==> config.mk <==
export PLATFORM = sky130hd
export DESIGN_NAME = mem_bus_arbiter
export DESIGN_NICKNAME = d
export VERILOG_FILES = /design/src/rtl/mem_bus_arbiter.sv
export SDC_FILE = /design/constraint.sdc
export NUM_CORES = 1
export LEC_CHECK = 0
export ABC_AREA = 1
export BUFFER_PORTS_ARGS = -buffer_cell sky130_fd_sc_hd__buf_4
export CORE_AREA = 3 3 521 523
export DETAILED_ROUTE_END_ITERATION = 16
export DIE_AREA = 0 0 524 526
export HOLD_SLACK_MARGIN = 0.12
export PLACE_DENSITY = 0.3
export SYNTH_ARGS = -nofsm -noshare
export SYNTH_HDL_FRONTEND = slang
export SYNTH_SLANG_ARGS = --single-unit
==> constraint.sdc <==
create_clock -name Clk -period 1.8 [get_ports Clk]
set_input_delay 0 -clock Clk [delete_from_list [all_inputs] [get_ports Clk]]
set_output_delay 0 -clock Clk [all_outputs]
set_load 0.005 [all_outputs]
==> src/rtl/mem_bus_arbiter.sv <==
// Round-robin front end that shares one active-low memory port
// among NUM_MASTERS single-transaction req/gnt/done requesters.
module mem_bus_arbiter #(
    parameter int NUM_MASTERS = 2,
    parameter int ADDR_W      = 16,
    parameter int DATA_W      = 256,
    parameter int READ_LAT    = 1
) (
    input  logic                          Clk,
    input  logic                          nReset,
    input  logic [NUM_MASTERS-1:0]        m_req,
    input  logic [NUM_MASTERS-1:0]        m_wr,
    input  logic [NUM_MASTERS*ADDR_W-1:0] m_addr,
    input  logic [NUM_MASTERS*DATA_W-1:0] m_wdata,
    output logic [NUM_MASTERS-1:0]        m_gnt,
    output logic [NUM_MASTERS-1:0]        m_done,
    output logic [DATA_W-1:0]             m_rdata,
    output logic [ADDR_W-1:0]             address,
    output logic                          nRead,
    output logic                          nWrite,
    output logic [DATA_W-1:0]             DataOut,
    input  logic [DATA_W-1:0]             DataIn
);

    localparam int IDX_W = (NUM_MASTERS > 1) ? $clog2(NUM_MASTERS) : 1;

    typedef enum logic [1:0] {
        IDLE,
        ACCESS,
        DONE
    } stateT;

    stateT state;
    stateT stateNext;

    logic [IDX_W-1:0]       rrPtr;
    logic [IDX_W-1:0]       rrPtrNext;
    logic [IDX_W-1:0]       winIdx;
    logic [IDX_W-1:0]       winIdxNext;
    logic [IDX_W-1:0]       pickIdx;
    logic [IDX_W-1:0]       scanIdx;
    logic                   pickValid;
    logic                   isWrite;
    logic                   isWriteNext;
    logic [3:0]             latCnt;
    logic [3:0]             latCntNext;
    logic [NUM_MASTERS-1:0] gntNext;
    logic [NUM_MASTERS-1:0] doneNext;
    logic [DATA_W-1:0]      rdataNext;
    logic [DATA_W-1:0]      dataOutNext;
    logic [ADDR_W-1:0]      addrNext;
    logic                   nReadNext;
    logic                   nWriteNext;

    function automatic logic [IDX_W-1:0] wrapInc(input logic [IDX_W-1:0] v);
        if (int'(v) >= NUM_MASTERS - 1)
            return '0;
        return v + 1'b1;
    endfunction

    // First requester at or after rrPtr, wrapping modulo NUM_MASTERS
    always_comb begin
        pickValid = 1'b0;
        pickIdx   = rrPtr;
        scanIdx   = rrPtr;
        for (int i = 0; i < NUM_MASTERS; i++) begin
            if (!pickValid && m_req[scanIdx]) begin
                pickValid = 1'b1;
                pickIdx   = scanIdx;
            end
            scanIdx = wrapInc(scanIdx);
        end
    end

    always_comb begin
        stateNext   = state;
        rrPtrNext   = rrPtr;
        winIdxNext  = winIdx;
        isWriteNext = isWrite;
        latCntNext  = latCnt;
        gntNext     = m_gnt;
        doneNext    = '0;
        rdataNext   = m_rdata;
        addrNext    = address;
        nReadNext   = 1'b1;
        nWriteNext  = 1'b1;
        dataOutNext = '0;
        unique case (state)
            IDLE: begin
                if (pickValid) begin
                    stateNext        = ACCESS;
                    winIdxNext       = pickIdx;
                    isWriteNext      = m_wr[pickIdx];
                    latCntNext       = '0;
                    gntNext          = '0;
                    gntNext[pickIdx] = 1'b1;
                    addrNext = m_addr[int'(pickIdx)*ADDR_W +: ADDR_W];
                    if (m_wr[pickIdx]) begin
                        nWriteNext  = 1'b0;
                        dataOutNext = m_wdata[int'(pickIdx)*DATA_W +: DATA_W];
                    end else begin
                        nReadNext = 1'b0;
                    end
                end
            end
            ACCESS: begin
                if (isWrite) begin
                    stateNext        = DONE;
                    doneNext[winIdx] = 1'b1;
                end else if (latCnt == 4'(READ_LAT - 1)) begin
                    stateNext        = DONE;
                    doneNext[winIdx] = 1'b1;
                    rdataNext        = DataIn;
                end else begin
                    latCntNext = latCnt + 4'd1;
                    nReadNext  = 1'b0;
                end
            end
            DONE: begin
                stateNext = IDLE;
                gntNext   = '0;
                rrPtrNext = wrapInc(winIdx);
                addrNext  = '0;
            end
            default: stateNext = IDLE;
        endcase
    end

    always_ff @(posedge Clk) begin
        if (!nReset) begin
            state   <= IDLE;
            rrPtr   <= '0;
            winIdx  <= '0;
            isWrite <= 1'b0;
            latCnt  <= '0;
            m_gnt   <= '0;
            m_done  <= '0;
            m_rdata <= '0;
            address <= '0;
            nRead   <= 1'b1;
            nWrite  <= 1'b1;
            DataOut <= '0;
        end else begin
            state   <= stateNext;
            rrPtr   <= rrPtrNext;
            winIdx  <= winIdxNext;
            isWrite <= isWriteNext;
            latCnt  <= latCntNext;
            m_gnt   <= gntNext;
            m_done  <= doneNext;
            m_rdata <= rdataNext;
            address <= addrNext;
            nRead   <= nReadNext;
            nWrite  <= nWriteNext;
            DataOut <= dataOutNext;
        end
    end

endmodule

### After elaboration in Yosys (flattened, before gate mapping)

Cells that the tools add are included.

| storage, ports and cells | value |
|---|---|
| bits in registers | 543 |
| output and inout bits | 534 |
| word-level logic and storage cells | 88 |
| input port bits | 806 |

| cells by class | value |
|---|---|
| equal/unequal tests | 6 |
| reduce and logical (&&, ||, !) cells | 16 |
| shifts and indexed selects | 2 |
| order comparisons | 8 |
| multiplexer cells | 40 |
| add/subtract/negate cells | 3 |
| bitwise gates (word level) | 1 |

Operators by type and width:

| kind | count |
|---|---|
| $shiftx 512x10->256 | 1 |
| $pmux 16 s2 | 1 |
| $shiftx 32x6->16 | 1 |
| $mux 1 | 23 |
| $mux 16 | 1 |
| $mux 2 | 6 |
| $mux 4 | 3 |
| $lt 1x2->1 const B | 4 |
| $pmux 2 s2 | 2 |
| $pmux 4 s2 | 1 |
| $reduce_and 2->1 | 4 |
| $reduce_and 4->1 | 2 |
| $ne 2x2->1 const B | 3 |
| $reduce_and 3->1 | 2 |
| $add 4x1->4 const B | 1 |
| $ge 1x1->1 const B | 4 |
| $logic_not 4->1 | 1 |
| $reduce_bool 2->1 | 2 |
| $logic_and 1x1->1 | 3 |
| $ne 3x3->1 const B | 1 |
| $add 1x1->1 const B | 2 |
| $demux 1 s1 | 2 |
| $eq 2x1->1 const B | 1 |
| $eq 2x2->1 const B | 1 |
| other kinds (4) | 4 |

### Logic depth before layout (Yosys ltp)

Gate-level depths: netlist of run 1.

| depth | value |
|---|---|
| word-level depth | 13 |
| mapped depth | 10 |
| depth with buffers taken out | 8 |

### Worst setup path before layout of run 1

OpenSTA, ideal clock, no wires.

| timing path | value |
|---|---|
| path kind | reg2reg |
| start point | register latCnt[0] |
| end point | register m_rdata[140] |
| arrival | 1.451 ns |
| cell stages (with the launch flop) | 10 |
| path slack | 0.284 ns |
| period minus slack after synthesis | 1.516 ns |
| setup time | 0.065 ns |
| required time | 1.735 ns |
| path buffers | 2 |
| cells stage by stage | dfxtp_1 > inv_1 > ha_1 > nand2_1 > inv_1 > nand2_1 > buf_2 > clkbuf_1 > o21ai_0 > nor2_1 |

| between the ends | value |
|---|---|
| word-level cells in the longest chain between the ends | 2 |

RTL lines:

| item | RTL line | RTL |
|---|---|---|
| start: declaration | 45 | `logic [3:0] latCnt;` |
| start signal: assignment | 148 | `latCnt <= latCntNext;` |
| $logic_not 4->1 | 110 | `end else if (latCnt == 4'(READ_LAT - 1)) begin` |
| $reduce_and 3->1 (no source line) | - |  |
| end signal: assignment | 151 | `m_rdata <= rdataNext;` |
| end: declaration | 17 | `output logic [DATA_W-1:0] m_rdata,` |

No other way between the ends.
A chain may end at the register's enable or synchronous reset.

### Worst setup path after layout of run 1

| timing path | value |
|---|---|
| start point | register latCnt[0] |
| end point | register m_rdata[157] |

Same word-level chain as after synthesis.

==> results.cfg, run 1 <==
[timing]
rsz0062_at_grt = yes
hold_viol = 0
setup_tns_final_ps = 0
slew_violations = 0
worstMarginPinSlew_ps = 663.5
timing.final.setup_violations = 0
period_needed_ps = 1717
fin_hold_ws_ps = 167.9
layout_setup_ws_ps = 83.35
max_slew_margin_pct = 55.77
peak_freq_mhz = 582.5
fin_crit_sh_pct = 95.37
fin_skew_ps = 62.06

[global_routing]
grt_max_degree = 139
grt_antenna_before_repair = 100
via_count_of_the_first_global_routing_pass = 29530
grt_usage_pct = 13.20
gr_ovfl_total = 0
groute.layer.met2.usage_pct = 20.53
top_usage_layer = met2
first_pass_grt_wire_length_um = 250200
global_route.usage.met1_pct = 16.62
met3_track_utilization_from_global_routing_pct = 5.872

[floorplanning]
design.die.area_um2 = 275600
die_boundary_width_um = 524
rows = 190
die_h_um = 526
boundaryPins = 1340
core_area_um2 = 267400
initial_utilization_pct = 7.738

[min_path]
worst_hold_path.num_cells = 4
hold_path.startpoint = DataIn[94]
worstHoldPathType = primary input to flop
worstHoldEndpoint = m_rdata[94]$_SDFFE_PN0P_

[routing]
routed_wire_length_per_instance_um = 21.14
route.vias.total = 28750
drt-vias-per-instance = 3.144
routed_wl_um = 193300
antenna_violating_nets_left = 0
first_iter_violations = 1308
detail_route.first_pass.iterations = 5
post-route-drc-count = 0

[clock_tree]
path_clk_slew_ps = 60
clock_sinks = 543
clock_insertion_delay_worst_skew_ps = 730
cts-root-buf = sky130_fd_sc_hd__clkbuf_16
ctsLongestPathBuffers = 3
htree_num_levels = 3
numCtsBuffers = 79
cts_tree = built

[finish]
layout.cells.most_common_list = sky130_fd_sc_hd__buf_4, sky130_fd_sc_hd__dlygate4sd3_1, sky130_fd_sc_hd__nand2_1
num-nets-final = 6302
drive_gt1_share_pct = 29.51
final.fill_count = 30300
layout_area_overhead_pct = 144.9
layout_commonest_cell = sky130_fd_sc_hd__buf_4
layout.cells.non_filler = 9142

[yosys]
synth.ff_latch_count = 543
synth_top_family_by_area = simple AND/OR/NAND/NOR gates
yosys.area_share.xor_xnor_pct = 0.04232
synth.avg_cell_area_um2 = 7.043
syn-instance-count = 2938
synth_simple_gate_area_share_pct = 30.35
synthMuxAreaShare_pct = 0
post_synth_fa_ha_maj_area_fraction_pct = 0.1209
warnings_from_yosys = 0
ys_seq_area_share_pct = 52.53
synth_compound_gate_area_share_pct = 6.923
synth_area_um2 = 20690
distinct_cells_synth = 25
syn_nets = 3746

[worst_setup_path]
worstReg2RegEnd = m_rdata[157]$_SDFFE_PN0P_
cp_cell_sequence = inv_1 -> ha_1 -> nand2_2 -> inv_6 -> nand2_8 -> buf_16 -> o21ai_0 -> buf_4 -> nor2_1
timing.rr.start = latCnt[0]$_SDFFE_PN0P_
number_of_buffers_and_inverters_on_the_critical_path = 4
crit_path_max_fanout = 16
r2r_setup_slack_ps = 80
worst_setup_path_start_kind = flop
worst-setup-path-type = flop to flop
critical_path.top_delay_family = buffers and inverters
critical_path.endpoint_type = flop
worstPathArrival_ps = 2330
crit_cells = 9
worstPathRequired_ps = 2410
cpPeakStageDelay_ps = 310
critPathSlowestCell = sky130_fd_sc_hd__dfxtp_2
worst_r2r_path_depth = 9

[place]
post_place_cells = 7781
port-buffer-count = 1339
dp_hpwl_um = 158000
gpl.final_weighted_congestion = 0.9211
dpl_worst_slack_ps = -148.4

[job]
cap_violations = 0

[power_and_ir_drop]
p_total_mw = 40.27
ir_worst_vdd_mv = 0.6007
power.leakage_nw = 23.89
power-per-cell-area_nw_per_um2 = 794.4

[outcome]
run_status = completed
## state kept, by name, summed over array words and instances, names as in the netlist, 2 cells and up
signal   cells
DataOut    256
m_rdata    256
address     16
latCnt       4
m_done       2
m_gnt        2
state        2
## cells by family after synthesis
family | Yosys count
AND/OR/NAND/NOR | 1642
flip-flops | 543
buffers and inverters | 465
AO/OA/AOI/OAI | 285
adder cells (fa/ha/maj) | 2
XOR/XNOR | 1
## power by group
| group | internal [mW] | switching (mW) |
|---|---|---|
| sequential | 12.9 | 0.501 |
| clock | 9.75 | 7.01 |
| combinational | 5.28 | 4.81 |
## through the flow
step	util, %	area (um2)
after floorplan	-	20690
after global placement	13.38	35780
after detailed placement	13.38	35780
after CTS	18.78	50230
after global routing	18.94	50640
final	18.95	50690
## what timing repair did
item,CTS,global route
buffers inserted,0,10
endpoints found under the setup margin,292,231
cloned,1,8
pin swaps,0,2
endpoints found under the hold margin,540,0
gates resized for setup,15,34
hold buffers,1165,0
## Yosys cell counts, drive strengths merged
cell | instances | area, um2
nand4 | 2 | 12.51
ha | 2 | 25.02
nor2 | 779 | 2927
a21oi | 23 | 115.1
nand3b | 16 | 120.1
nand2 | 823 | 3109
buf | 118 | 774.5
nand3 | 21 | 105.1
clkbuf | 60 | 225.2
or2 | 1 | 6.260
dfxtp | 543 | 10870
o22ai | 2 | 12.51
o21ai | 260 | 1305
xnor2 | 1 | 8.760
inv | 287 | 1077
## tightest hold or removal path, cell delays in order
cell,delay (ps)
sky130_fd_sc_hd__dlygate4sd3_1,550
sky130_fd_sc_hd__buf_4,110
sky130_fd_sc_hd__o21ai_0,100
sky130_fd_sc_hd__nor2_1,90
## area by class of cell
type	instances	area (um2)	share of cell area, %
Timing Repair Buffer	2650	23620	46.59
Sequential cell	543	10870	21.45
Multi-Input combinational cell	1931	7829	15.45
Tap cell	3552	4444	8.768
Clock buffer	117	2321	4.579
Inverter	287	1116	2.202
Clock inverter	28	385.4	0.7603
Antenna cell	32	80.08	0.1580
Timing Repair inverter	2	22.52	0.04443
## layer usage
metal | vias up | wire (um) | share of wire [%]
li1 | 13970 | - | -
met1 | 13270 | 84300 | 44
met2 | 1207 | 83540 | 43
met3 | 256 | 21280 | 11
met4 | 44 | 3911 | 2.0
met5 | - | 273 | 0.14
## worst max path at each step
stage,from,endpoint,slack [ps]
2_1_floorplan,latCnt[0]$_SDFFE_PN0P_,m_rdata[140]$_SDFFE_PN0P_,280
3_3_place_gp,latCnt[0]$_SDFFE_PN0P_,m_rdata[83]$_SDFFE_PN0P_,-170
3_5_place_dp,latCnt[0]$_SDFFE_PN0P_,m_rdata[72]$_SDFFE_PN0P_,-150
4_1_cts,rrPtr$_SDFFE_PN0P_,DataOut[177]$_SDFF_PN0_,-4
5_1_grt,latCnt[0]$_SDFFE_PN0P_,m_rdata[192]$_SDFFE_PN0P_,-40
6_report,latCnt[0]$_SDFFE_PN0P_,m_rdata[157]$_SDFFE_PN0P_,80
(Power assumes the default switching activity.)
==> run 2: changes to the inputs <==
--- a/config.mk
+++ b/config.mk
@@ -5,13 +5,14 @@
 export SDC_FILE = /design/constraint.sdc
 export NUM_CORES = 1
 export LEC_CHECK = 0
-export ABC_AREA = 1
+export ABC_AREA = 0
 export BUFFER_PORTS_ARGS = -buffer_cell sky130_fd_sc_hd__buf_4
-export CORE_AREA = 3 3 521 523
+export CORE_AREA = 3 3 515 517
 export DETAILED_ROUTE_END_ITERATION = 16
-export DIE_AREA = 0 0 524 526
+export DIE_AREA = 0 0 518 520
 export HOLD_SLACK_MARGIN = 0.12
 export PLACE_DENSITY = 0.3
+export SLEW_MARGIN = 20
 export SYNTH_ARGS = -nofsm -noshare
 export SYNTH_HDL_FRONTEND = slang
 export SYNTH_SLANG_ARGS = --single-unit
==> run 2 against run 1 <==
Compared with the run above: the run now ends with setup timing left; count of clock-buffer cells in the layout shrank 5; power shrank 4.6%; largest power group unchanged; fmax shrank 19%; highest routed layer unchanged.
==> results.cfg, run 2 <==
[clock_tree]
clock_insertion_delay_worst_skew_ps = 670
cts-root-buf = sky130_fd_sc_hd__clkbuf_16
cts_tree = built
ctsLongestPathBuffers = 3
numCtsBuffers = 78
clock_sinks = 543
htree_num_levels = 3
path_clk_slew_ps = 60

[yosys]
synth.avg_cell_area_um2 = 8.321
distinct_cells_synth = 34
synth.ff_latch_count = 543
netlist.area_leader.share_pct = 55.21
synth_top_family_by_area = simple AND/OR/NAND/NOR gates
synth_area_um2 = 19690
post_synth_most_frequent_cells = sky130_fd_sc_hd__nand2_1, sky130_fd_sc_hd__dfxtp_1, sky130_fd_sc_hd__a21oi_1, sky130_fd_sc_hd__a21oi_2, sky130_fd_sc_hd__clkbuf_1
synthMuxAreaShare_pct = 0.8135
post_synth_fa_ha_maj_area_fraction_pct = 0.1271
yosys.area_share.xor_xnor_pct = 0.08897
ys_seq_area_share_pct = 55.21
syn_nets = 3174
warnings_from_yosys = 0
number_of_enable_flip_flop_cells_after_synthesis = 0
synth_compound_gate_area_share_pct = 18.32
synthArstFlopShare_pct = 0
syn-instance-count = 2366
yosysTopAreaCell = sky130_fd_sc_hd__dfxtp_1
ys_dominant_reg_cell = sky130_fd_sc_hd__dfxtp_1
top_cells_by_area_in_the_synthesized_netlist = sky130_fd_sc_hd__dfxtp_1, sky130_fd_sc_hd__nand2_1, sky130_fd_sc_hd__a21oi_2
synth_simple_gate_area_share_pct = 20.77
post-synth-top-count-cell = sky130_fd_sc_hd__nand2_1

[routing]
antenna_violating_nets_left = 0
first_iter_violations = 995
post-route-drc-count = 0
detail_route.first_pass.iterations = 5
routed_wl_um = 176200
drt-vias-per-instance = 3.155
route.vias.total = 27660
routed_wire_length_per_instance_um = 20.10

[min_path]
worstHoldPathType = primary input to flop
hold_path.startpoint = DataIn[9]

[timing]
max_slew_margin_pct = 60.78
layout_setup_ws_ps = -315.9
setup_tns_final_ps = -81710
peak_freq_mhz = 472.6
slew_violations = 0
worstMarginPinSlew_ps = 583.8
timing.final.setup_violations = 458
fin_skew_ps = 22.86
period_needed_ps = 2116
rsz0062_at_grt = yes
fin_crit_sh_pct = 117.6
hold_viol = 0

[place]
port-buffer-count = 1339
gpl.final_weighted_congestion = 0.8677
post_place_cells = 7204
dp_hpwl_um = 141900

[global_routing]
via_count_of_the_first_global_routing_pass = 29460
grt_antenna_before_repair = 103
first_pass_grt_wire_length_um = 236300
grt_max_degree = 104
grt_usage_pct = 12.46
gr_ovfl_total = 0

[worst_setup_path]
critPathSlowestCell = sky130_fd_sc_hd__or3_4
worst_setup_path_start_kind = flop
worst-setup-path-type = flop to flop
worstPathArrival_ps = 2660
crit_start = latCnt[0]$_SDFFE_PN0P_
crit_cells = 8
crit_path_max_fanout = 37
number_of_buffers_and_inverters_on_the_critical_path = 3
r2r_setup_slack_ps = -320
timing.rr.start = latCnt[0]$_SDFFE_PN0P_
critical_path.top_delay_family = simple AND/OR/NAND/NOR gates
capturing_instance_or_port_of_the_critical_path = m_rdata[202]$_SDFFE_PN0P_
critical_path.endpoint_type = flop
worstReg2RegEnd = m_rdata[202]$_SDFFE_PN0P_
worst_r2r_path_depth = 8
worstPathRequired_ps = 2340
cp_cell_sequence = inv_2 -> ha_4 -> or3b_4 -> or3_4 -> buf_16 -> buf_12 -> nand2_1 -> a21oi_1
cpPeakStageDelay_ps = 420

[floorplanning]
design.die.area_um2 = 269400
boundaryPins = 1340
die_h_um = 520
die_boundary_width_um = 518
initial_utilization_pct = 7.527
rows = 188
core_area_um2 = 261600

[outcome]
run_status = finished, violations left
violations = setup timing

[finish]
num-nets-final = 5973
layout_commonest_cell = sky130_fd_sc_hd__buf_4
drive_gt1_share_pct = 36.31
layout.cells.non_filler = 8768
largestRegisters = DataOut: 256 flops, m_rdata: 256 flops, address: 16 flops
layout.cells.most_common_list = sky130_fd_sc_hd__buf_4, sky130_fd_sc_hd__dlygate4sd3_1, sky130_fd_sc_hd__nand2_1
layout_area_overhead_pct = 164.3

[power_and_ir_drop]
ir_worst_vdd_mv = 0.6483
p_total_mw = 38.41
power-per-cell-area_nw_per_um2 = 738.3
power.leakage_nw = 21.83

[job]
cap_violations = 0
## run 2: worst min-delay path by stage
stage	cells after the start	to	slack, ps
floorplan	2	DataOut[0]$_SDFF_PN0_	140
global placement	3	m_rdata[176]$_SDFFE_PN0P_	250
detailed placement	3	m_rdata[195]$_SDFFE_PN0P_	250
CTS	4	m_rdata[81]$_SDFFE_PN0P_	120
global route	4	DataOut[189]$_SDFF_PN0_	160
finish	4	m_rdata[9]$_SDFFE_PN0P_	210
## run 2: kinds of logic after synthesis
group,after synthesis
multiplexers,16
AND/OR/NAND/NOR,1076
adder cells (fa/ha/maj),2
XOR/XNOR,2
flip-flops,543
buffers and inverters,184
AO/OA/AOI/OAI,543
## run 2: report_power, final
group	leakage [nW]	internal (mW)	total [mW]	switching (mW)
combinational	16.2	5.17	9.28	4.12
sequential	4.42	12.7	13.1	0.387
clock	1.24	9.26	16.0	6.74
## run 2: metrics by stage
stage | setup WS, ps | util, % | area [um2] | hold slack, ps
detailed placement | -421.9 | 13.39 | 35010 | 254.8
global placement | -421.2 | 13.39 | 35010 | 246.6
floorplan | -64.23 | - | 19940 | 136.0
global route | -360.2 | 19.88 | 52010 | 163.6
finish | -315.9 | 19.89 | 52030 | 214.9
CTS | -282.3 | 19.76 | 51700 | 121.8
## run 2: what timing repair did
item                                   in CTS  in global routing
buffers inserted                            4                  4
hold buffers                             1382                  0
gates cloned                                3                  4
setup endpoints to repair                 505                516
endpoints found under the hold margin     542                  0
pin swaps                                   3                 10
resized for setup                          42                 31
## run 2: tightest hold or removal path: stages
cell and delay [ps]:
sky130_fd_sc_hd__dlygate4sd3_1 600, sky130_fd_sc_hd__buf_4 150, sky130_fd_sc_hd__nand2_1 50, sky130_fd_sc_hd__a21oi_1 50
## run 2: metal layers
layer	vias to the layer above	global-route usage (%)	wire length [um]
li1	13270	-	-
met3	290	4.121	13290
met2	1117	21.40	84390
met1	12910	14.42	71780
met5	-	0	388
met4	68	4.306	6379
## run 2: area by class of cell
cell class	count	area [um2]
Antenna cell	29	72.57
Clock buffer	112	2200
Inverter	5	26.28
Fill cell	29380	209500
Timing Repair Buffer	2898	25980
Multi-Input combinational cell	1639	8125
Tap cell	3515	4398
Sequential cell	543	10870
Clock inverter	27	351.6
==> run 3: changes to the inputs <==
--- a/config.mk
+++ b/config.mk
@@ -7,11 +7,13 @@
 export LEC_CHECK = 0
 export ABC_AREA = 0
 export BUFFER_PORTS_ARGS = -buffer_cell sky130_fd_sc_hd__buf_4
-export CORE_AREA = 3 3 515 517
+export CELL_PAD_IN_SITES_DETAIL_PLACEMENT = 0
+export CELL_PAD_IN_SITES_GLOBAL_PLACEMENT = 1
+export CORE_AREA = 5 5 515 517
 export DETAILED_ROUTE_END_ITERATION = 16
-export DIE_AREA = 0 0 518 520
+export DIE_AREA = 0 0 520 522
 export HOLD_SLACK_MARGIN = 0.12
-export PLACE_DENSITY = 0.3
+export PLACE_DENSITY = 0.36
 export SLEW_MARGIN = 20
 export SYNTH_ARGS = -nofsm -noshare
 export SYNTH_HDL_FRONTEND = slang
==> run 3 against run 2 <==
Compared with the run above: the run still ends with setup timing left; clock skew up 29 ps; critical endpoint is now m_rdata[198]$_SDFFE_PN0P_; critical path depth rose by 3; register-to-register slack better by 40 ps.
==> results.cfg, run 3 (synthesis results as in run 2) <==
[timing]
period_needed_ps = 2075
setup_tns_final_ps = -92120
rsz0062_at_grt = yes
max_slew_margin_pct = 60.77
peak_freq_mhz = 481.8
timing.final.setup_violations = 518
fin_skew_ps = 51.79
slew_violations = 0
fin_hold_ws_ps = 203.8
hold_viol = 0
layout_setup_ws_ps = -275.3
fin_crit_sh_pct = 115.3
worstMarginPinSlew_ps = 588.5

[worst_setup_path]
critical_path.endpoint_type = flop
crit_start = latCnt[1]$_SDFFE_PN0P_
timing.rr.start = latCnt[1]$_SDFFE_PN0P_
critPathSlowestCell = sky130_fd_sc_hd__or3b_4
worstPathArrival_ps = 2710
cell_repeated_most_along_the_worst_path = sky130_fd_sc_hd__buf_12
worst_setup_path_start_kind = flop
cpPeakStageDelay_ps = 370
worst-setup-path-type = flop to flop
worstPathRequired_ps = 2430
crit_path_max_fanout = 6
critical_path.top_delay_family = buffers and inverters
number_of_buffers_and_inverters_on_the_critical_path = 6
cp_cell_sequence = inv_2 -> ha_4 -> or3b_4 -> buf_6 -> nor3_4 -> buf_12 -> buf_16 -> buf_12 -> clkbuf_16 -> nand2_1 -> a21oi_1

[routing]
route.vias.total = 27970
routed_wl_um = 185000
first_iter_violations = 923
detail_route.first_pass.iterations = 5
drt-vias-per-instance = 3.213
post-route-drc-count = 0
antenna_violating_nets_left = 0
routed_wire_length_per_instance_um = 21.25

[floorplanning]
boundaryPins = 1340
die_h_um = 522
die_boundary_width_um = 520
design.die.area_um2 = 271400
rows = 188
initial_utilization_pct = 7.554
core_area_um2 = 260600

[place]
gpl.final_weighted_congestion = 0.8560
dp_hpwl_um = 144500
placedInstanceArea_um2 = 34460
post_place_cells = 7069
dpl_worst_slack_ps = -438.4
port-buffer-count = 1339

[power_and_ir_drop]
power-per-cell-area_nw_per_um2 = 732.2
p_total_mw = 39.35
ir_worst_vdd_mv = 0.6454
power.leakage_nw = 22.73

[global_routing]
grt_max_degree = 90
gr_ovfl_total = 0
first_pass_grt_wire_length_um = 244800
via_count_of_the_first_global_routing_pass = 30030
global_route.usage.met1_pct = 14.98
met3_track_utilization_from_global_routing_pct = 5.184
grt_antenna_before_repair = 63
top_usage_layer = met2
grt_usage_pct = 12.76
groute.layer.met2.usage_pct = 21.66

[finish]
layout_area_overhead_pct = 173.0
finalCoreUtilization_pct = 20.62
layout.cells.most_common_list = sky130_fd_sc_hd__buf_4, sky130_fd_sc_hd__dlygate4sd3_1, sky130_fd_sc_hd__nand2_1
largestRegisters = DataOut: 256 flops, m_rdata: 256 flops, address: 16 flops
final_area_um2 = 53740
num-nets-final = 6016
layout_commonest_cell = sky130_fd_sc_hd__buf_4
drive_gt1_share_pct = 38.68
layout.cells.non_filler = 8704

[min_path]
hold_path.startpoint = m_wdata[347]
worstHoldPathType = primary input to flop

[clock_tree]
ctsLongestPathBuffers = 3
cts-root-buf = sky130_fd_sc_hd__clkbuf_16
clock_insertion_delay_worst_skew_ps = 710
numCtsBuffers = 80
cts_tree = built
path_clk_slew_ps = 60
htree_num_levels = 3
clock_sinks = 543

[outcome]
violations = setup timing
run_status = finished, violations left

[job]
cap_violations = 0
run 3: cell types whose count changed in the layout (fill, tap and decap cells not counted), moves of 13 or more:
cell and change:
sky130_fd_sc_hd__buf_4 -30, sky130_fd_sc_hd__buf_16 +17, sky130_fd_sc_hd__nand2_4 +37, sky130_fd_sc_hd__nand2_2 +23, sky130_fd_sc_hd__a21oi_1 -70, sky130_fd_sc_hd__a21oi_2 +68, sky130_fd_sc_hd__clkbuf_16 +13, sky130_fd_sc_hd__nand2_1 -60
sky130_fd_sc_hd__dlygate4sd3_1 +31
run 3: what timing repair did:
action                                  in CTS  in global routing
gates cloned                                22                 14
resized for setup                          116                190
hold buffers                              1414                  0
hold endpoints to repair                   542                  0
endpoints found under the setup margin     507                515
pin swaps                                    7                 66
buffers inserted                            29                  3
run 3: worst min-delay path, cell delays in order:
cell	delay (ps)
sky130_fd_sc_hd__dlygate4sd3_1	580
sky130_fd_sc_hd__buf_4	150
sky130_fd_sc_hd__nand2_1	60
sky130_fd_sc_hd__a21oi_2	50
run 3: final timing paths:
check | cells after the start | slack [ps] | end
setup / recovery | 11 | -280 | m_rdata[198]$_SDFFE_PN0P_
hold / removal | 4 | 200 | DataOut[91]$_SDFF_PN0_
setup reg to reg | 11 | -280 | m_rdata[198]$_SDFFE_PN0P_
hold reg to reg | 2 | 450 | address[6]$_SDFFE_PN0P_
run 3: report_power, final:
| group | internal, mW | switching, mW | total (mW) |
|---|---|---|---|
| clock | 9.35 | 6.78 | 16.1 |
| combinational | 5.63 | 4.48 | 10.1 |
| sequential | 12.7 | 0.376 | 13.1 |
| total | 27.7 | 11.6 | 39.3 |
run 3: cell type report:
cell class	count	area [um2]
Fill cell	29100	206900
Timing Repair Buffer	2939	27190
Sequential cell	543	10870
Clock buffer	111	2260
Multi-Input combinational cell	1639	8745
Inverter	5	26.28
Tap cell	3420	4279
Antenna cell	25	62.56
Clock inverter	22	311.5
run 3: per-layer routing:
metal	vias up	wire length, um
li1	13350	-
met1	13280	76270
met2	1092	87520
met3	217	16790
met4	26	4238
met5	-	148
